**src/rtl/ahb_decoder_pkg.sv**
```systemverilog
// ---------------------------------------------------------------------------
// ahb_decoder_pkg
// Shared types and constants for the AHB slave decoder.
//   SLAVE1_BASE / SLAVE2_BASE : HADDR[31:16] values for the two mapped slaves
//   dphase_t                  : data-phase owner (NONE, S1, S2, DEF)
//   err_state_t               : default-slave error response sequencer states
//   decode_region()           : maps HADDR[31:16] to S1, S2 or DEF
// ---------------------------------------------------------------------------
package ahb_decoder_pkg;

    localparam logic [15:0] SLAVE1_BASE = 16'h0000;
    localparam logic [15:0] SLAVE2_BASE = 16'h0001;

    typedef enum logic [1:0] {
        NONE = 2'd0,
        S1   = 2'd1,
        S2   = 2'd2,
        DEF  = 2'd3
    } dphase_t;

    typedef enum logic [1:0] {
        IDLE = 2'd0,
        ERR1 = 2'd1,
        ERR2 = 2'd2
    } err_state_t;

    function automatic dphase_t decode_region(input logic [15:0] addr_hi);
        dphase_t r;
        if (addr_hi == SLAVE1_BASE) begin
            r = S1;
        end else if (addr_hi == SLAVE2_BASE) begin
            r = S2;
        end else begin
            r = DEF;
        end
        return r;
    endfunction

endpackage

```
**src/rtl/ahb_slave_decoder_if.sv**
```systemverilog
// ---------------------------------------------------------------------------
// ahb_slave_decoder_if
// Bus-side signals of the AHB slave decoder.
//   HADDR, HTRANS          : address phase from the master
//   HREADY_MUX, HRESP_MUX  : response returned by the slave multiplexer
//   HSEL_1, HSEL_2         : slave selects (combinational decode)
//   muxSelect              : data-phase multiplexer select (1 = slave 2)
//   HREADY, HRESP          : final bus response
//   err_count              : saturating count of completed ERROR responses
// Modport slave is used by the decoder, modport master by the driving side.
// ---------------------------------------------------------------------------
interface ahb_slave_decoder_if;
    logic [31:0] HADDR;
    logic [1:0]  HTRANS;
    logic        HREADY_MUX;
    logic        HRESP_MUX;
    logic        HSEL_1;
    logic        HSEL_2;
    logic        muxSelect;
    logic        HREADY;
    logic        HRESP;
    logic [7:0]  err_count;

    modport slave (
        input  HADDR, HTRANS, HREADY_MUX, HRESP_MUX,
        output HSEL_1, HSEL_2, muxSelect, HREADY, HRESP, err_count
    );

    modport master (
        output HADDR, HTRANS, HREADY_MUX, HRESP_MUX,
        input  HSEL_1, HSEL_2, muxSelect, HREADY, HRESP, err_count
    );
endinterface

```
**src/rtl/ahb_default_slave.sv**
```systemverilog
// ---------------------------------------------------------------------------
// ahb_default_slave
// Two-cycle AHB ERROR response for unmapped addresses plus a saturating
// error counter.
//   clk, rst_n : clock, asynchronous active-low reset
//   start      : an unmapped transfer is accepted this cycle
//   hready     : 0 in ERR1, 1 otherwise
//   hresp      : 1 in ERR1 and ERR2
//   err_count  : completed ERROR responses, saturates at 8'hFF
// ---------------------------------------------------------------------------
module ahb_default_slave
    import ahb_decoder_pkg::*;
(
    input  logic       clk,
    input  logic       rst_n,
    input  logic       start,
    output logic       hready,
    output logic       hresp,
    output logic [7:0] err_count
);

    err_state_t state_q, state_d;
    logic [7:0] count_q, count_d;

    always_ff @(posedge clk or negedge rst_n) begin
        if (!rst_n) begin
            state_q <= IDLE;
            count_q <= 8'h00;
        end else begin
            state_q <= state_d;
            count_q <= count_d;
        end
    end

    always_comb begin
        state_d = state_q;
        count_d = count_q;
        case (state_q)
            IDLE: if (start) state_d = ERR1;
            ERR1: state_d = ERR2;
            ERR2: begin
                if (count_q != 8'hFF) count_d = count_q + 8'd1;
                // ERR2 drives HREADY=1, so the next transfer can be accepted
                // here; a back-to-back unmapped one goes straight to ERR1.
                state_d = start ? ERR1 : IDLE;
            end
            default: state_d = IDLE;
        endcase
    end

    assign hready    = (state_q != ERR1);
    assign hresp     = (state_q == ERR1) || (state_q == ERR2);
    assign err_count = count_q;

endmodule

```
**src/rtl/ahb_slave_decoder.sv**
```systemverilog
// ---------------------------------------------------------------------------
// ahb_slave_decoder
// Address decoder and response multiplexer for two AHB slaves.
//   HCLK, HRESETn : clock, asynchronous active-low reset
//   bus           : ahb_slave_decoder_if.slave (address phase in, selects
//                   and final HREADY/HRESP/err_count out)
// Macro DEFAULT_SLAVE_EN: when defined, unmapped transfers get a two-cycle
// ERROR response from ahb_default_slave; when undefined they complete as a
// zero-wait OKAY and err_count is 0.
// ---------------------------------------------------------------------------
module ahb_slave_decoder
    import ahb_decoder_pkg::*;
(
    input  logic                 HCLK,
    input  logic                 HRESETn,
    ahb_slave_decoder_if.slave   bus
);

    dphase_t dphase_q, dphase_d;
    dphase_t region;
    logic    accept;
    logic    hready_int, hresp_int;
    logic    err_hready, err_hresp;
    logic [7:0] err_cnt;

    assign region     = decode_region(bus.HADDR[31:16]);
    assign bus.HSEL_1 = (region == S1);
    assign bus.HSEL_2 = (region == S2);
    assign accept     = hready_int & bus.HTRANS[1];

    always_comb begin
        dphase_d = dphase_q;
        // Only sample the address phase when the bus is ready; during wait
        // states the current data phase owner is held.
        if (hready_int) begin
            if (accept) begin
`ifdef DEFAULT_SLAVE_EN
                dphase_d = region;
`else
                dphase_d = (region == DEF) ? NONE : region;
`endif
            end else begin
                dphase_d = NONE;
            end
        end
    end

    always_ff @(posedge HCLK or negedge HRESETn) begin
        if (!HRESETn) begin
            dphase_q <= NONE;
        end else begin
            dphase_q <= dphase_d;
        end
    end

`ifdef DEFAULT_SLAVE_EN
    logic err_start;
    assign err_start = accept & (region == DEF);

    ahb_default_slave u_default_slave (
        .clk       (HCLK),
        .rst_n     (HRESETn),
        .start     (err_start),
        .hready    (err_hready),
        .hresp     (err_hresp),
        .err_count (err_cnt)
    );
`else
    // DEF is never loaded in this build; constants keep the mux complete.
    assign err_hready = 1'b1;
    assign err_hresp  = 1'b0;
    assign err_cnt    = 8'h00;
`endif

    always_comb begin
        hready_int = 1'b1;
        hresp_int  = 1'b0;
        case (dphase_q)
            S1, S2: begin
                hready_int = bus.HREADY_MUX;
                hresp_int  = bus.HRESP_MUX;
            end
            DEF: begin
                hready_int = err_hready;
                hresp_int  = err_hresp;
            end
            default: begin
                hready_int = 1'b1;
                hresp_int  = 1'b0;
            end
        endcase
    end

    assign bus.muxSelect = (dphase_q == S2);
    assign bus.HREADY    = hready_int;
    assign bus.HRESP     = hresp_int;
    assign bus.err_count = err_cnt;

endmodule

```
**src/flat_wrapper.sv**
```systemverilog
// flat-port wrapper written by rule: the top's interface ports become plain ports
module ahb_slave_decoder_flat import ahb_decoder_pkg::*;
  (HCLK, HRESETn, bus_HADDR, bus_HTRANS, bus_HREADY_MUX, bus_HRESP_MUX, bus_HSEL_1, bus_HSEL_2, bus_muxSelect, bus_HREADY, bus_HRESP, bus_err_count);
  ahb_slave_decoder_if bus_i ();
  input  logic HCLK;
  input  logic HRESETn;
  input wire logic [$bits(bus_i.HADDR)-1:0] bus_HADDR;
  input wire logic [$bits(bus_i.HTRANS)-1:0] bus_HTRANS;
  input wire logic [$bits(bus_i.HREADY_MUX)-1:0] bus_HREADY_MUX;
  input wire logic [$bits(bus_i.HRESP_MUX)-1:0] bus_HRESP_MUX;
  output wire logic [$bits(bus_i.HSEL_1)-1:0] bus_HSEL_1;
  output wire logic [$bits(bus_i.HSEL_2)-1:0] bus_HSEL_2;
  output wire logic [$bits(bus_i.muxSelect)-1:0] bus_muxSelect;
  output wire logic [$bits(bus_i.HREADY)-1:0] bus_HREADY;
  output wire logic [$bits(bus_i.HRESP)-1:0] bus_HRESP;
  output wire logic [$bits(bus_i.err_count)-1:0] bus_err_count;
  assign bus_i.HADDR = bus_HADDR;
  assign bus_i.HTRANS = bus_HTRANS;
  assign bus_i.HREADY_MUX = bus_HREADY_MUX;
  assign bus_i.HRESP_MUX = bus_HRESP_MUX;
  assign bus_HSEL_1 = bus_i.HSEL_1;
  assign bus_HSEL_2 = bus_i.HSEL_2;
  assign bus_muxSelect = bus_i.muxSelect;
  assign bus_HREADY = bus_i.HREADY;
  assign bus_HRESP = bus_i.HRESP;
  assign bus_err_count = bus_i.err_count;
  ahb_slave_decoder u_core (.HCLK(HCLK), .HRESETn(HRESETn), .bus(bus_i));
endmodule
```
**config.mk**
```make
export PLATFORM = sky130hd
export DESIGN_NAME = ahb_slave_decoder_flat
export DESIGN_NICKNAME = d
export VERILOG_FILES = /design/src/rtl/ahb_decoder_pkg.sv /design/src/rtl/ahb_slave_decoder_if.sv /design/src/rtl/ahb_default_slave.sv /design/src/rtl/ahb_slave_decoder.sv /design/src/flat_wrapper.sv
export SDC_FILE = /design/constraint.sdc
export NUM_CORES = 1
export LEC_CHECK = 0
export ABC_AREA = 1
export ABC_CLOCK_PERIOD_IN_PS = 1200
export CORE_MARGIN = 2
export CORE_UTILIZATION = 19
export CTS_CLUSTER_DIAMETER = 50
export DETAILED_ROUTE_END_ITERATION = 10
export GPL_ROUTABILITY_DRIVEN = 0
export PLACE_DENSITY = 0.76
export SLEW_MARGIN = 25
export SYNTH_ARGS = -nofsm -noshare
export SYNTH_HDL_FRONTEND = slang
export SYNTH_SLANG_ARGS = --single-unit
```
**constraint.sdc**
```tcl
create_clock -name HCLK -period 1.2 [get_ports HCLK]
set_input_delay 0.12 -clock HCLK [delete_from_list [all_inputs] [get_ports HCLK]]
set_output_delay 0.12 -clock HCLK [all_outputs]
set_load 0.05 [all_outputs]
```
Yosys cells after proc, flatten, opt, wreduce, memory -nomap -nowiden
Cells that the tools add are included.
- equal/unequal tests: 6
- multiplexer cells: 6
- bitwise operators: 1
- reductions and logical operators: 2
- operators by type and width (kind ; count):
    $eq 16x1->1 const B ; 1
    $logic_not 16->1 ; 1
    $eq 2x2->1 const B ; 3
    $mux 2 ; 3
    $eq 2x1->1 const B ; 2
    $mux 1 ; 3
    $reduce_or 2->1 ; 1
    $and 1x1->1 ; 1
- register bits after elaboration: 2
- bits of input ports: 38
- output and inout port bits: 13
- word-level logic and storage cells: 16

Longest topological paths before layout
Gate-level depths: netlist of run 1.
- depth in word-level cells: 6
- depth in mapped cells: 6
- gate-level depth less buffers: 6

Worst setup path after synthesis of run 1
No wires, ideal clock.
- path type: reg-to-output
- start point: register u_core.dphase_q[0]
- end point: output port bus_HRESP
- data arrival time: 1.333 ns
- required time: 1.080 ns
- slack: -0.253 ns
- stages on the path, launching flop included: 4
- buffers on the path: 0
- path through: dfrtp_1 inv_1 ha_1 nor2_1
- longest elaborated chain between the ends: 3
- elaborated cells on any way between the ends: 4
- those cells by class: eq/ne: 2; mux: 1; reduce/logical: 1
- ends and longest elaborated chain (item ; line ; source):
    from (decl) ; ahb_slave_decoder.sv:19 ; dphase_t dphase_q, dphase_d;
    from (signal assigned) ; ahb_slave_decoder.sv:52 ; dphase_q <= dphase_d;
    $eq 2x2->1 or $eq 2x1->1 (tied branches) ; ahb_slave_decoder.sv:78 ; case (dphase_q)
    $reduce_or 2->1 * ; ahb_slave_decoder.sv:78 ;
    $mux 1 * ; ahb_slave_decoder.sv:78 ;
    to (decl) ; flat_wrapper.sv:15 ; output wire logic [$bits(bus_i.HRESP)-1:0] bus_HRESP;
Mark *: on every way between the ends. The rest lies on a longest branch, timed or not.

Worst setup path after layout of run 1
Same ends and word-level chain as after synthesis.

==> results by group, run 1 <==
Outcome
  • Outcome: finished, violations left
  • Failing checks: negative setup slack

Critical path
  • Setup crit end kind: primary output
  • CP startpoint: u_core.dphase_q[0]$_DFFE_PN0P_
  • CP bufs+invs: 3
  • Worst-path cell chain: inv_2, ha_4, buf_6, nor2_4, buf_12
  • Worst path top cell family by delay: flip-flops
  • Reg2reg end: u_core.dphase_q[1]$_DFFE_PN0P_
  • Crit Reg-Reg Startpoint: u_core.dphase_q[0]$_DFFE_PN0P_
  • Worst Path Max Fanout: 2
  • Slowest CP cell: dfrtp_1
  • Critical Path RT: 1.08 ns
  • CP peak stage delay: 0.37 ns
  • Worst R2R Setup Slack: 0.13 ns
  • Worst path arrival time: 1.22 ns
  • CP Launch Type: register
  • Worst-case reg-to-reg path depth: 6
  • Critical path class: reg2out

STA
  • Fin. max-slew vios: 0
  • Tmin final: 1.339 ns
  • RSZ-0062 raised after global routing: true
  • Final hold violation count: 0
  • Period utilization: 111.6%
  • Fmax: 0.7468 GHz
  • Setup slack after layout: -0.1391 ns
  • Final setup viols: 2
  • Skew final: 0.0005069 ns

Place
  • Post-DP HPWL: 609.2 um
  • Post-place setup slack: -0.1188 ns
  • IO buf count: 25

Synthesis
  • Cells after synthesis: 45
  • Area of the mapped netlist: 272.8 um^2
  • Synth top area share: 22.02%
  • Register area share after synthesis: 18.35%
  • Syn Area/Cell: 6.061 um^2
  • Yosys warns: 0
  • Number of synthesized register bits: 2
  • Post-synth top area cell: buf_4
  • Synth cell types: 11
  • Synth top area cells: buf_4 22%, dfrtp_1 18%, nor2_1 15%

CTS
  • Clock Path Buffers: 2
  • TritonCTS clock tree: yes
  • CTS hold repair buffers: 0
  • H-tree levels: 1
  • Clk_lat worst skew: 0.22 ns
  • CTS Buf Count: 3
  • Clock root buffer: clkbuf_4
  • Sink Count: 2
  • Clock-pin slew on the worst setup and hold paths: 0.03 ns

Drt
  • Vias: 378
  • Drt drc: 0
  • DR WL/cell: 7.732 um
  • Detailed Route WL: 750 um
  • DR vias/cell: 3.897
  • Number of routed nets with antenna violations: 0
  • Drt pass-1 iters: 4
  • Initial DRC count: 5

Power
  • Leakage Power: 0.3390 nW
  • Seq pwr share: 20.1%
  • Gate power share: 36.0%
  • Internal: 0.2234 mW
  • Switching power: 0.1151 mW
  • Pwr dens: 508.6 nW/um^2
  • Sw Ratio: 34.01%
  • Clk pwr share: 43.9%
  • Worst VDD drop: 225.8 uV

Floorplan
  • FP Rows: 13
  • Die width: 41.89 um
  • CORE AREA: 1318 um^2
  • # IOs: 51
  • Die Span Y: 41.89 um
  • Initial core utilization: 20.70%
  • Die ar.: 1755 um^2

Global routing
  • Vias in the first global route: 391
  • Largest net degree at the start of global routing: 5
  • Initial antenna violation count: 0
  • Total grt overflow: 0
  • Tot GR Track Use: 10.89%
  • First-pass GRT wire length: 1462 um

Layout
  • Final Net Count: 123
  • Number of flip-flops in the largest register: 2
  • Top Registers: u_core.dphase_q: 2 flops
  • Share of cells above drive strength 1: 36.59%
  • Most frequent cells in the layout: 16 x dlygate4sd2_1, 9 x nand2_1, 9 x buf_4, 8 x nor2_1, 8 x conb_1
  • Fillcell total: 135
  • Diodes inserted: 0
  • Commonest non-fill, non-tap cell in the layout: dlygate4sd2_1
  • Most flop-heavy register: u_core.dphase_q
  • Final Util: 50.52%
  • Synthesis-to-finish area growth: 144.0%

Run
  • Max_cap viols: 0

Min path
  • Hold Path Class: in2async
## routing by layer
layer  part of all wire (%)  up-vias  wire length [um]  track usage [%]
met1                     35      165               266            11.17
met2                     57       21               430            20.00
li1                       -      192                 -                -
met4                      0        0                 0            7.742
met3                    7.1        0                53            1.304
met5                      0        -                 0                0
## Yosys cell counts
library cell  count
and2_1            2
buf_4             8
conb_1            1
dfrtp_1           2
ha_1              1
inv_1             5
nand2_1           9
nand3_1           2
nor2_1           11
nor2_2            3
nor2_4            1
## final cells by class
type                    count  area (um^2)  area share, %
repair buffers             35        350.3          52.63
multi-input cells          37        205.2          30.83
flip-flops and latches      2        50.05          7.519
clock buffers               3        22.52          3.383
inverters                   5        18.77          2.820
well taps                  15        18.77          2.820
## power groups by stage
| stage | Clock, mW | Combinational, mW | Sequential (mW) |
|---|---|---|---|
| 6_report | 0.149 | 0.122 | 0.0680 |
| 5_1_grt | 0.164 | 0.132 | 0.0679 |
| 4_1_cts | 0.157 | 0.122 | 0.0679 |
| 3_5_place_dp | 0 | 0.138 | 0.0687 |
| 3_3_place_gp | 0 | 0.136 | 0.0687 |
| 2_1_floorplan | 0 | 0.0899 | 0.0687 |
## stage by stage
stage          hold slack, ns  cell area (um^2)  setup TNS (ns)  std cells  total power [mW]
3_3_place_gp           0.2917             598.1         -0.2100         90            0.2045
3_5_place_dp           0.2933             598.1         -0.2958         90            0.2064
4_1_cts               0.05385             665.6         -0.2969         97            0.3466
5_1_grt               0.04708             665.6         -0.3524         97            0.3640
2_1_floorplan         -0.1756             306.5        -0.02149         52            0.1586
6_report              0.05921             665.6         -0.2544         97            0.3385
## worst max path at each step
stage / depth (start not counted) / end / slack (ns)
final: 5 / bus_HRESP / -0.14
after global routing: 5 / bus_HRESP / -0.18
after CTS: 4 / bus_HRESP / -0.16
after detailed placement: 6 / bus_HSEL_1 / -0.12
after global placement: 7 / bus_HSEL_2 / -0.09
after floorplan: 4 / bus_HREADY / -0.02
## worst register-to-register path, delay by kind of cell, from the launching register on
kind / cells / cell delay [ns]
flops: 1 / 0.37
simple gates: 4 / 0.30
fa+ha+maj: 1 / 0.21
buf+inv: 1 / 0.07
## what timing repair did
item | in CTS | in global routing
gates resized for setup | 26 | 0
setup endpoints to repair | 4 | 2
gates cloned | 0 | 0
hold endpoints to repair | 0 | 0
pin swaps | 18 | 1
setup buffers | 4 | 0
## logic make-up (layout without fill, tap and decap cells)
family	count (synthesis)	in the layout	synth area share, %
AND/OR/NAND/NOR	28	28	46.79
flip-flops	2	2	18.35
adder cells (fa/ha/maj)	1	1	4.586
other	1	8	1.375
buffers and inverters	13	43	28.90
(Power assumes the default switching activity.)
==> inputs of run 2 (changes only) <==
--- a/config.mk
+++ b/config.mk
@@ -7,6 +7,7 @@
 export LEC_CHECK = 0
 export ABC_AREA = 1
 export ABC_CLOCK_PERIOD_IN_PS = 1200
+export CAP_MARGIN = 15
 export CORE_MARGIN = 2
 export CORE_UTILIZATION = 19
 export CTS_CLUSTER_DIAMETER = 50
==> constraint.sdc (replaced) <==
create_clock -name HCLK -period 1.2 [get_ports HCLK]
set_input_delay 0.18 -clock HCLK [delete_from_list [all_inputs] [get_ports HCLK]]
set_output_delay 0.18 -clock HCLK [all_outputs]
set_load 0.05 [all_outputs]
==> run 2 against run 1 <==
Effect of this change: the flow still finishes with violations (negative setup slack); register-to-register slack worse by 0.21 ns; global-route usage up 0.98 points; utilization grew 0.85 points; clock power rose by 3%; cell area rose by 1.7%; clock skew is essentially flat; sequential share of layout area is 0.13 points lower; critical path type unchanged.
==> results by group, run 2 (synthesized netlist as in run 1, its figures left out) <==
Critical path
  • Worst-case reg-to-reg path depth: 7 (+1)
  • Crit Reg-Reg Startpoint: u_core.dphase_q[1]$_DFFE_PN0P_
  • Worst R2R Setup Slack: -0.08 ns (-0.21 ns)
  • CP Launch Type: register
  • Worst Path Max Fanout: 2 (unchanged)
  • Setup crit end kind: primary output
  • Critical path class: reg2out
  • Reg2reg end: u_core.dphase_q[1]$_DFFE_PN0P_
  • Critical Path RT: 1.02 ns (-0.06 ns)
  • CP startpoint: u_core.dphase_q[0]$_DFFE_PN0P_
  • Worst path arrival time: 1.24 ns (+0.02 ns)

Drt
  • Drt drc: 0 (unchanged)
  • Vias: 387 (+2.4%)
  • Detailed Route WL: 857 um (+14%)
  • DR vias/cell: 3.949 (+1.3%)
  • Initial DRC count: 3 (-2)
  • DR WL/cell: 8.745 um (+13%)
  • Number of routed nets with antenna violations: 0 (unchanged)
  • Drt pass-1 iters: 2 (-2)

Place
  • IO buf count: 25 (unchanged)
  • Post-place setup slack: -0.2792 ns (-0.1605 ns)
  • Post-DP HPWL: 647 um (+6.2%)
  • Inst Count DP: 88 (-2.2%)

Global routing
  • Tot GR Track Use: 11.88% (+0.98 points)
  • Largest net degree at the start of global routing: 4 (-1)
  • Total grt overflow: 0 (unchanged)
  • GRT busiest layer: met2
  • First-pass GRT wire length: 1545 um (+5.7%)
  • GR Layer Usage met2: 20.94% (+0.94 points)
  • Vias in the first global route: 408 (+4.3%)
  • Initial antenna violation count: 0 (unchanged)
  • GR Util met1: 10.39% (-0.78 points)
  • M3 GR Usage: 4.783% (+3.5 points)

STA
  • RSZ-0062 raised after global routing: true
  • Tmin final: 1.418 ns (+0.07870 ns)
  • Final setup viols: 4 (+2)
  • Setup slack after layout: -0.2178 ns (-0.07870 ns)
  • Fin. max-slew vios: 0 (unchanged)
  • Fmax: 0.7053 GHz (-5.6%)
  • Skew final: 0.0001743 ns (-0.0003326 ns)
  • Final hold violation count: 0 (unchanged)
  • Period utilization: 118.1% (+6.6 points)

CTS
  • CTS Buf Count: 3 (unchanged)
  • TritonCTS clock tree: yes
  • Sink Count: 2 (unchanged)
  • Clk_lat worst skew: 0.23 ns (about the same)
  • Clock-pin slew on the worst setup and hold paths: 0.03 ns (about the same)
  • Clock Path Buffers: 2 (unchanged)
  • H-tree levels: 1 (unchanged)
  • Clock root buffer: clkbuf_4

Floorplan
  • Die ar.: 1755 um^2 (unchanged)
  • Die width: 41.89 um (unchanged)
  • Die Span Y: 41.89 um (unchanged)
  • Initial core utilization: 20.70% (unchanged)
  • # IOs: 51 (unchanged)
  • CORE AREA: 1318 um^2 (unchanged)
  • FP Rows: 13 (unchanged)

Layout
  • Synthesis-to-finish area growth: 148.2%
  • Layout Cells excl Fill: 98 (+1.0%)
  • Fillcell total: 140 (+3.7%)
  • Final Net Count: 124 (+0.81%)
  • Number of flip-flops in the largest register: 2 (unchanged)
  • Most flop-heavy register: u_core.dphase_q
  • Share of cells above drive strength 1: 48.19% (+12 points)
  • Diodes inserted: 0 (unchanged)
  • Most frequent cells in the layout: 10 x buf_4, 9 x nand2_1, 9 x clkdlybuf4s15_1, 8 x nor2_1, 8 x conb_1
  • Top Registers: u_core.dphase_q: 2 flops
  • Commonest non-fill, non-tap cell in the layout: buf_4

Power
  • Pwr dens: 513.2 nW/um^2 (+0.90%)
  • Leakage Power: 0.3314 nW (-2.2%)
  • Worst VDD drop: 226.5 uV (+0.31%)
  • Post-route total power: 0.3474 mW (+2.6%)

Outcome
  • Outcome: finished, violations left
  • Failing checks: negative setup slack

Min path
  • Hold Path Class: in2async

Run
  • Max_cap viols: 0 (unchanged)
==> run 2: layout make-up <==
type / instances / area (um^2) / share of cell area (%)
timing repair buffer: 36 / 342.8 / 50.65
multi-input combinational: 37 / 220.2 / 32.53
sequential: 2 / 50.05 / 7.394
clock buffer: 3 / 22.52 / 3.327
inverter: 5 / 22.52 / 3.327
tap: 15 / 18.77 / 2.773
==> run 2: critical path, cell delays in order, from the launching register on <==
cell	delay, ns
dfrtp_1	0.37
inv_2	0.07
ha_4	0.22
nor2_4	0.11
clkinvlp_4	0.09
buf_6	0.15
==> run 2: power by group <==
part / internal (mW) / switching [mW]
Clock: 0.111 / 0.0436
Sequential: 0.0679 / 0.000000719
Combinational: 0.0465 / 0.0785
Total: 0.225 / 0.122
==> run 2: how the worst max path moves through the flow <==
stage                            end  slack, ns
after floorplan           bus_HREADY      -0.02
after global placement    bus_HSEL_2      -0.23
after detailed placement  bus_HSEL_2      -0.28
after CTS                 bus_HREADY      -0.23
after global routing      bus_HREADY      -0.25
final                     bus_HREADY      -0.22
==> run 2: metal layers <==
metal,vias to the layer above,part of all wire (%),routed length [um]
met5,-,0,0
met4,0,3.6,31
met3,4,10,86
met2,25,56,478
met1,163,30,260
li1,195,-,-
==> run 2: stage by stage <==
stage          utilization [%]  setup TNS (ns)  instance area, um^2  hold slack [ns]
5_1_grt                  51.38         -0.6764                676.9           0.1078
6_report                 51.38         -0.4679                676.9           0.1145
4_1_cts                  50.14         -0.3775                660.6           0.1139
3_5_place_dp             45.87         -0.5943                604.3           0.3546
2_1_floorplan                -        -0.01689                327.8          -0.1156
3_3_place_gp             45.87         -0.4920                604.3           0.3521
==> run 2: repair_timing <==
action	in CTS	in global routing
endpoints found under the setup margin	4	6
setup buffers	5	2
pin swaps	18	21
gates resized for setup	23	25
hold buffers	0	0
==> inputs of run 3 (changes only) <==
--- a/config.mk
+++ b/config.mk
@@ -6,14 +6,14 @@
 export NUM_CORES = 1
 export LEC_CHECK = 0
 export ABC_AREA = 1
-export ABC_CLOCK_PERIOD_IN_PS = 1200
+export ABC_CLOCK_PERIOD_IN_PS = 1600
 export CAP_MARGIN = 15
 export CORE_MARGIN = 2
 export CORE_UTILIZATION = 19
 export CTS_CLUSTER_DIAMETER = 50
 export DETAILED_ROUTE_END_ITERATION = 10
 export GPL_ROUTABILITY_DRIVEN = 0
-export PLACE_DENSITY = 0.76
+export PLACE_DENSITY = 0.84
 export SLEW_MARGIN = 25
 export SYNTH_ARGS = -nofsm -noshare
 export SYNTH_HDL_FRONTEND = slang
==> constraint.sdc (replaced) <==
create_clock -name HCLK -period 1.6 [get_ports HCLK]
set_input_delay 0.24 -clock HCLK [delete_from_list [all_inputs] [get_ports HCLK]]
set_output_delay 0.24 -clock HCLK [all_outputs]
set_load 0.05 [all_outputs]
==> run 3 against run 2 <==
Effect of this change: the run now ends clean; die area did not move; sequential cell count unchanged; combinational power fell by 18%; clock-buffer cell count unchanged; power fell by 23%; global-route usage shrank 2.9 points; non-clock buffer count fell by 10; utilization down 6.2 points; setup slack better by 0.31 ns; sequential power fell by 25%; critical path depth down 1; first-iteration DRC count rose by 33%; critical path type unchanged.
==> results by group, run 3 (synthesized netlist as in run 1, its figures left out) <==
Min path
  • Hold Path Class: in2async

Place
  • Post-DP HPWL: 570.3 um (-12%)
  • Placed cell areas: 545.5 um^2 (-9.7%)
  • IO buf count: 25 (unchanged)

STA
  • RSZ-0062 raised after global routing: false
  • Final hold violation count: 0 (unchanged)
  • Fmax: 0.6641 GHz
  • Period utilization: 94.11%
  • Final setup viols: 0 (-4)
  • Fin. max-slew vios: 0 (unchanged)
  • Tmin final: 1.506 ns
  • Skew final: 0.002085 ns (+0.001911 ns)
  • Final hold slack: 0.1739 ns (+0.05941 ns)
  • Final TNS setup: 0 ns (+0.4679 ns)

Drt
  • DR vias/cell: 3.830 (-3.0%)
  • Vias: 337 (-13%)
  • Drt drc: 0 (unchanged)
  • Number of routed nets with antenna violations: 0 (unchanged)
  • DR WL/cell: 7.375 um (-16%)
  • Drt pass-1 iters: 2 (unchanged)
  • Detailed Route WL: 649 um (-24%)
  • Initial DRC count: 4 (+1)

Layout
  • Top Registers: u_core.dphase_q: 2 flops
  • Share of cells above drive strength 1: 24.66% (-24 points)
  • Most frequent cells in the layout: 19 x clkdlybuf4s50_1, 9 x nand2_1, 8 x nor2_1, 8 x conb_1
  • Diodes inserted: 0 (unchanged)
  • Number of flip-flops in the largest register: 2 (unchanged)
  • Post-route cell area: 595.6 um^2 (-12%)
  • Most flop-heavy register: u_core.dphase_q
  • Synthesis-to-finish area growth: 118.3%
  • Final Net Count: 114 (-8.1%)
  • Commonest non-fill, non-tap cell in the layout: clkdlybuf4s50_1

Critical path
  • Crit Reg-Reg Startpoint: u_core.dphase_q[0]$_DFFE_PN0P_
  • CP startpoint: u_core.dphase_q[0]$_DFFE_PN0P_
  • Worst Path Max Fanout: 2 (unchanged)
  • Critical Path RT: 1.36 ns (+0.34 ns)
  • CP Launch Type: register
  • Worst path arrival time: 1.27 ns (+0.03 ns)
  • Setup crit end kind: primary output
  • Critical path class: reg2out

Run
  • Max_cap viols: 0 (unchanged)

Global routing
  • Largest net degree at the start of global routing: 5 (+1)
  • Vias in the first global route: 317 (-22%)
  • First-pass GRT wire length: 1166 um (-25%)
  • Initial antenna violation count: 0 (unchanged)
  • Tot GR Track Use: 8.929% (-2.9 points)
  • Total grt overflow: 0 (unchanged)

Floorplan
  • Die Span Y: 41.89 um (unchanged)
  • Die width: 41.89 um (unchanged)
  • # IOs: 51 (unchanged)
  • FP Rows: 13 (unchanged)
  • Die ar.: 1755 um^2 (unchanged)
  • Initial core utilization: 20.70% (unchanged)
  • CORE AREA: 1318 um^2 (unchanged)

Power
  • Pwr dens: 448.8 nW/um^2 (-13%)
  • Leakage Power: 0.2725 nW (-18%)
  • Worst VDD drop: 203.2 uV (-10%)

CTS
  • Clock root buffer: clkbuf_4
  • TritonCTS clock tree: yes
  • Clock Path Buffers: 2 (unchanged)
  • Sink Count: 2 (unchanged)
  • Clk_lat worst skew: 0.23 ns (about the same)
  • Clock-pin slew on the worst setup and hold paths: 0.03 ns (about the same)
  • CTS Buf Count: 3 (unchanged)
  • H-tree levels: 1 (unchanged)

Outcome
  • Outcome: completed
## run 3: cell count changes in the layout (fill, tap and decap cells not counted), sizes merged
cell / previous run / this run
dlymetal6s2s: 0 / 1
clkdlybuf4s50: 4 / 19
clkdlybuf4s15: 9 / 0
inv: 4 / 5
buf: 16 / 6
clkinvlp: 1 / 0
clkbuf: 10 / 3
## run 3: worst max-delay path, stage by stage, from the launching register on
cell     delay (ns)
dfrtp_1        0.33
inv_1          0.05
ha_1           0.34
nor2_2         0.17
buf_12         0.15
## run 3: metrics by stage
step | cells | power, mW | setup WS [ns] | util [%]
global placement | 84 | 0.1522 | 0.06986 | 41.41
finish | 88 | 0.2673 | 0.09428 | 45.20
CTS | 87 | 0.2680 | 0.02036 | 43.49
global route | 88 | 0.2795 | 0.0004992 | 45.20
detailed placement | 84 | 0.1532 | 0.04534 | 41.41
floorplan | 52 | 0.1183 | 0.02663 | -
## run 3: area by class of cell
cell class,count,area (um^2)
clock buffer,3,22.52
sequential,2,50.05
timing repair buffer,26,297.8
inverter,5,18.77
tap,15,18.77
fill,140,721.9
multi-input combinational,37,187.7
## run 3: worst paths after layout
kind	cells past startpoint	end	slack, ns
max reg2reg	7	u_core.dphase_q[1]$_DFFE_PN0P_	0.38
min	1	u_core.dphase_q[1]$_DFFE_PN0P_	0.17
max	4	bus_HRESP	0.09
min reg2reg	2	u_core.dphase_q[0]$_DFFE_PN0P_	0.49
min in group HCLK	6	u_core.dphase_q[0]$_DFFE_PN0P_	0.43
max in group asynchronous	1	u_core.dphase_q[0]$_DFFE_PN0P_	1.31
## run 3: report_power, final
| group | total, mW | internal (mW) | switching, mW | leakage [nW] |
|---|---|---|---|---|
| Clock | 0.113 | 0.0828 | 0.0304 | 0.0138 |
| Combinational | 0.103 | 0.0469 | 0.0562 | 0.231 |
| Sequential | 0.0510 | 0.0510 | 0.000000341 | 0.0280 |
| Total | 0.267 | 0.181 | 0.0866 | 0.273 |
## run 3: metal layers
layer  vias up  global-route usage (%)  part of all wire, %
met5         -                       0                    0
met4         0                   7.742                  1.5
met3         2                   3.478                   10
met2        21                   16.56                   57
met1       140                   7.013                   31
li1        174                       -                    -
## run 3: repair_timing
action	in CTS	in global routing
gates cloned	0	0
endpoints found under the setup margin	1	4
hold buffers	0	0
pin swaps	0	4
resized for setup	1	6
buffers inserted	0	1
==> RTL edit 1: new RTL, config.mk and constraints of run 3 <==
Build with the macro `DEFAULT_SLAVE_EN` defined.
--- a/src/rtl/ahb_slave_decoder.sv
+++ b/src/rtl/ahb_slave_decoder.sv
@@ -9,4 +9,6 @@
 // zero-wait OKAY and err_count is 0.
 // ---------------------------------------------------------------------------
+`define DEFAULT_SLAVE_EN
+
 module ahb_slave_decoder
     import ahb_decoder_pkg::*;
Check against the original RTL: not equivalent (a bounded check fails within 4 cycles, from zero or initial values and one cycle with HRESETn low).
==> RTL edit 1 against run 3 <==
The flow now finishes with violations (negative setup slack); sequential share of layout area increased by 12 points; critical path depth is 1 higher; synthesized area grew to 3.1 times the old value; worst hold slack better by 0.12 ns; first-iteration DRC count grew to 4.5 times the old value; synthesized cell count rose to 2.6 times the old value; core utilization fell by 10 points; worst setup slack worse by 0.11 ns; routed wire length grew to 3.4 times the old value; sequential cell count rose by 10; final area grew to 2.6 times the old value; global-route usage increased by 0.30 points; highest routed layer unchanged.
Power is left out: it rests on default switching activity, and per cell area and clock period it moved more than threefold.
==> RTL edit 1: results (changes against run 3) <==
setup_path:
  r2r_end: "u_core.dphase_q[0]"  # was u_core.dphase_q[1]
  cp.arrival_ns: 1.38  # was 1.27 ns
  critPathMaxFanout: 3  # was 2
  cp-startpoint: "u_core.u_default_slave.state_q[0]"  # was u_core.dphase_q[0]
  r2r_setup_slack_ns: 0.10  # was 0.38 ns
  r2r_start: "u_core.dphase_q[0]"  # unchanged
  reg2reg_depth: 9  # was 7
  endpoint: "bus_HRESP"  # unchanged
logic_synthesis:
  synth_seq_area_share_pct: 35.1  # was 18.3%
  synthCells: 115  # was 45
  synth.distinct_cells: 19  # was 11
  async_flop_share_pct: 100  # unchanged
  synth_ff_type: "dfrtp_1"  # unchanged
  yosysWarnings: 0  # unchanged
  synth_top_cells_by_count: "nand2_1, inv_1, nor2_1"  # was nor2_1, nand2_1, buf_4
  synth_nets: 161
  synth.area.top_cells: "dfrtp_1, nand2_1, ha_1"  # was buf_4, dfrtp_1, nor2_1
timing:
  setup_violations: 2  # was 0
  setup_ws_ns: -0.0160  # was 0.0943 ns
  fin_tns_setup_ns: -0.0247  # was 0 ns
  worst_pin_slew_ns: 0.255
  finClkSkew_ns: 0.00258  # was 0.00209 ns
global_route:
  antenna_found_initial: 0  # unchanged
  grt_max_degree: 13  # was 5
  grt_pass1_wl_um: 3750  # was 1170 um
  grt_pass1_vias: 916  # was 317
  grt_util_all_layers_pct: 9.23  # was 8.93%
route:
  drt_iter0_markers: 18  # was 4
  routed_via_density: 4.10  # was 3.83
  routedWlPerCell_um: 10.1  # was 7.38 um
  drt_pass1_iterations: 3  # was 2
  routed_wl_um: 2190  # was 649 um
hold_path:
  hold_class: "input port to asynchronous set/reset pin"  # unchanged
cts:
  cts_made_buffers: 3  # unchanged
  htree_levels: 1  # unchanged
  cts-root-buf: "clkbuf_8"  # was clkbuf_4
  cts_buffer_depth: 2  # unchanged
  insertion_delay_ns: 0.24
  clkSlewWorstSetupHoldPaths_ns: 0.05  # was 0.03 ns
placement:
  place_inst: 200  # was 84
  place_area_mm2: 0.00129  # was 546 um2
  io_buffers: 33  # was 25
  dp.final_hpwl_um: 1590  # was 570 um
  place_ws_ns: 0.0496  # was 0.0453 ns
cells_and_area:
  layout-drive-gt1-share_pct: 38.4  # was 24.7%
  fin_nets: 211  # was 114
  antennaDiodeCount: 0  # unchanged
  largest_register_ffs: 8  # was 2
run_status:
  violations: "negative setup slack"
  outcome: "finished, violations left"  # was completed
==> RTL edit 1: timing repair <==
action,in CTS,in global routing
pin swaps,4,6
resized for setup,10,16
endpoints found under the setup margin,2,10
cloned,0,0
buffers inserted,8,4
==> RTL edit 1: metal layers <==
layer	GRT usage (%)	part of all wire [%]	vias up
met2	18.7	59	11
li1	-	-	445
met1	8.59	36	419
met3	1.57	1.7	10
met5	0	0	-
met4	4.82	3.4	0
==> RTL edit 1: kinds of logic after synthesis <==
group / share of synthesized area, %
DFF: 35.1
and+or+nand+nor: 32.8
buffers and inverters: 9.22
adders and majority gates: 11.7
xor gates and xnor gates: 6.00
AOI/OAI and AO/OA: 5.12
==> RTL edit 1: area by class of cell <==
type	count	area, um2
clock buffer	4	55.1
fill	412	2840
sequential	12	303
timing repair buffer	46	474
multi-input combinational	84	554
inverter	18	67.6
tap	52	65.1
==> RTL edit 1: how the worst min path moves through the flow <==
stage	slack, ns	cells after the start	start	end
3_3_place_gp	0.51	2	u_core.u_default_slave.err_count[1]	u_core.u_default_slave.err_count[1]
5_1_grt	0.33	2	HRESETn	u_core.u_default_slave.err_count[2]
2_1_floorplan	-0.06	0	HRESETn	u_core.dphase_q[0]
3_5_place_dp	0.54	2	u_core.u_default_slave.err_count[1]	u_core.u_default_slave.err_count[1]
4_1_cts	0.30	2	HRESETn	u_core.u_default_slave.err_count[2]
6_report	0.30	2	HRESETn	u_core.u_default_slave.state_q[0]
==> RTL edit 1: worst max-delay path, cell delays in order, from the launching register on <==
cell and delay [ns]:
dfrtp_1 0.41, inv_2 0.06, ha_1 0.27, nand2_1 0.06, a21oi_2 0.18, buf_12 0.16
==> RTL edit 1: through the flow <==
step                util, %  hold WS, ns
floorplan                 -      -0.0556
global placement       29.7        0.510
detailed placement     29.7        0.536
CTS                    33.0        0.304
global route           34.9        0.328
finish                 34.9        0.297
==> RTL edit 2: new RTL, config.mk and constraints of run 3 <==
Without the edit above. The 4 values of `dphase_t` get a one-hot encoding in 4 bits.
--- a/src/rtl/ahb_decoder_pkg.sv
+++ b/src/rtl/ahb_decoder_pkg.sv
@@ -12,9 +12,9 @@
     localparam logic [15:0] SLAVE2_BASE = 16'h0001;
 
-    typedef enum logic [1:0] {
-        NONE = 2'd0,
-        S1   = 2'd1,
-        S2   = 2'd2,
-        DEF  = 2'd3
+    typedef enum logic [3:0] {
+        NONE = 4'b0001,
+        S1   = 4'b0010,
+        S2   = 4'b0100,
+        DEF  = 4'b1000
     } dphase_t;
 
Check against the original RTL: same outputs for any inputs over 10 cycles, from zero or initial values and one cycle with HRESETn low; not proved beyond that.
==> RTL edit 2 against run 3 <==
Final area is 18% higher; clock skew is 0.0072 ns higher; synthesized area is 31% higher; worst setup slack better by 0.019 ns; sequential cell count is 2 higher; routed wire length is 25% higher; worst hold slack better by 0.023 ns; total power is 31% higher; first-iteration DRC count is 50% lower; final cell count is 24% higher; highest routed layer unchanged.
==> RTL edit 2: results (changes against run 3) <==
setup_path:
  slowest_stage: "clkdlybuf4s50_1"  # was ha_1
  slowest_delay_ns: 0.40  # was 0.34 ns
  critPathMaxFanout: 2  # unchanged
  end_kind: "primary output"  # unchanged
cts:
  clkSlewWorstSetupHoldPaths_ns: 0.04
  htree_levels: 1  # unchanged
  cts_made_buffers: 3  # unchanged
  cts_post_setup_buffers_inserted: 0  # unchanged
  cts_resized: 0  # was 1
  cts-root-buf: "clkbuf_4"  # unchanged
  cts_buffer_depth: 2  # unchanged
  insertion_delay_ns: 0.24
cells_and_area:
  largestRegisters: "u_core.dphase_q x4"  # was u_core.dphase_q x2
  antennaDiodeCount: 0  # unchanged
  fin_nets: 123  # was 114
  layout-drive-gt1-share_pct: 25.0  # was 24.7%
logic_synthesis:
  synthCells: 53  # was 45
  synth_most_common_cell: "nor2_1"  # unchanged
  synth.area.top_cells: "dfrtp_1, buf_4, nor2_1"  # was buf_4, dfrtp_1, nor2_1
  async_flop_share_pct: 100  # unchanged
  synth_top_cells_by_count: "nor2_1, nand2_1, buf_4"  # unchanged
  yosysWarnings: 0  # unchanged
  synth.distinct_cells: 15  # was 11
  synth_seq_area_share_pct: 28.4  # was 18.3%
  synth_ff_type: "dfrtp_1"  # unchanged
hold_path:
  hold_class: "input port to asynchronous set/reset pin"  # unchanged
global_route:
  grt_pass1_vias: 365  # was 317
  grt_util_all_layers_pct: 9.25  # was 8.93%
  antenna_found_initial: 0  # unchanged
  grt_max_degree: 5  # unchanged
  grt_pass1_wl_um: 1300  # was 1170 um
route:
  drt_iter0_markers: 2  # was 4
  dr_total_vias: 406  # was 337
  drt_pass1_iterations: 4  # was 2
  routedWlPerCell_um: 7.43  # was 7.38 um
  routed_via_density: 3.72  # was 3.83
timing:
  finClkSkew_ns: 0.00927  # was 0.00209 ns
placement:
  io_buffers: 25  # unchanged
run_status:
  outcome: "completed"  # unchanged
pwr:
  leakage_uw: 0.000342  # was 0.000273 uW
  irDropWorstVdd_mv: 0.235  # was 0.203 mV
-- RTL edit 2: changes by cell type after synthesis, sizes merged --
cell    delta
a21boi     +1
a21oi      +1
and2       -2
clkinv     +2
dfrtp      +1
dfstp      +1
ha         -1
nand2      +4
nor2       -1
o21ai      +2
-- RTL edit 2: path summary, 6_finish.rpt --
| check | endpoint | startpoint | cells past startpoint | slack, ns |
|---|---|---|---|---|
| max in group asynchronous | u_core.dphase_q[0] | HRESETn | 1 | 1.16 |
| min in group HCLK | u_core.dphase_q[1] | u_core.dphase_q[1] | 2 | 0.53 |
| worst min register to register | u_core.dphase_q[1] | u_core.dphase_q[1] | 2 | 0.53 |
| worst min-delay path | u_core.dphase_q[1] | HRESETn | 1 | 0.20 |
| worst max register to register | u_core.dphase_q[1] | u_core.dphase_q[0] | 7 | 0.45 |
| worst max-delay path | bus_HSEL_1 | bus_HADDR[31] | 7 | 0.11 |
-- RTL edit 2: where the power goes --
group / switching (uW) / total [uW] / leakage [uW] / internal (uW)
sequential: 0.696 / 104 / 0.0000501 / 103
clock: 48.3 / 142 / 0.0000150 / 94.0
combinational: 57.8 / 105 / 0.000276 / 47.6
total: 107 / 351 / 0.000342 / 245
-- RTL edit 2: layout make-up --
type                       instances  area, um2
multi-input combinational         42        201
tap                               25       31.3
fill                             181       1040
sequential                         4        101
clock buffer                       4       26.3
timing repair buffer              27        315
inverter                           7       27.5
-- RTL edit 2: per-stage QoR --
step           setup WS [ns]  total power, uW  cell area (um2)  utilization (%)  hold WS [ns]
6_report               0.114              351              703             40.3         0.197
5_1_grt              0.00718              374              703             40.3         0.202
4_1_cts               0.0772              357              703             40.3         0.194
3_5_place_dp          0.0798              211              677             38.8         0.454
3_3_place_gp           0.105              208              677             38.8         0.444
2_1_floorplan          0.254              173              390                -       -0.0556
-- RTL edit 2: routing by layer --
metal | vias to the layer above | track usage (%) | part of all wire (%)
li1 | 205 | - | -
met1 | 165 | 5.95 | 27
met2 | 32 | 17.3 | 53
met3 | 4 | 3.08 | 15
met4 | 0 | 11.7 | 4.7
met5 | - | 0 | 0
-- RTL edit 2: worst max-delay path, delay by kind of cell --
kind	cells	cell delay, ns
AND/OR/NAND/NOR	4	0.37
buffers and inverters	3	0.64
-- RTL edit 2: cell families after synthesis --
group           synth area share (%)
simple gates                    37.5
buf+inv                         24.6
compound gates                  8.42
flops                           28.4
other cells                     1.05
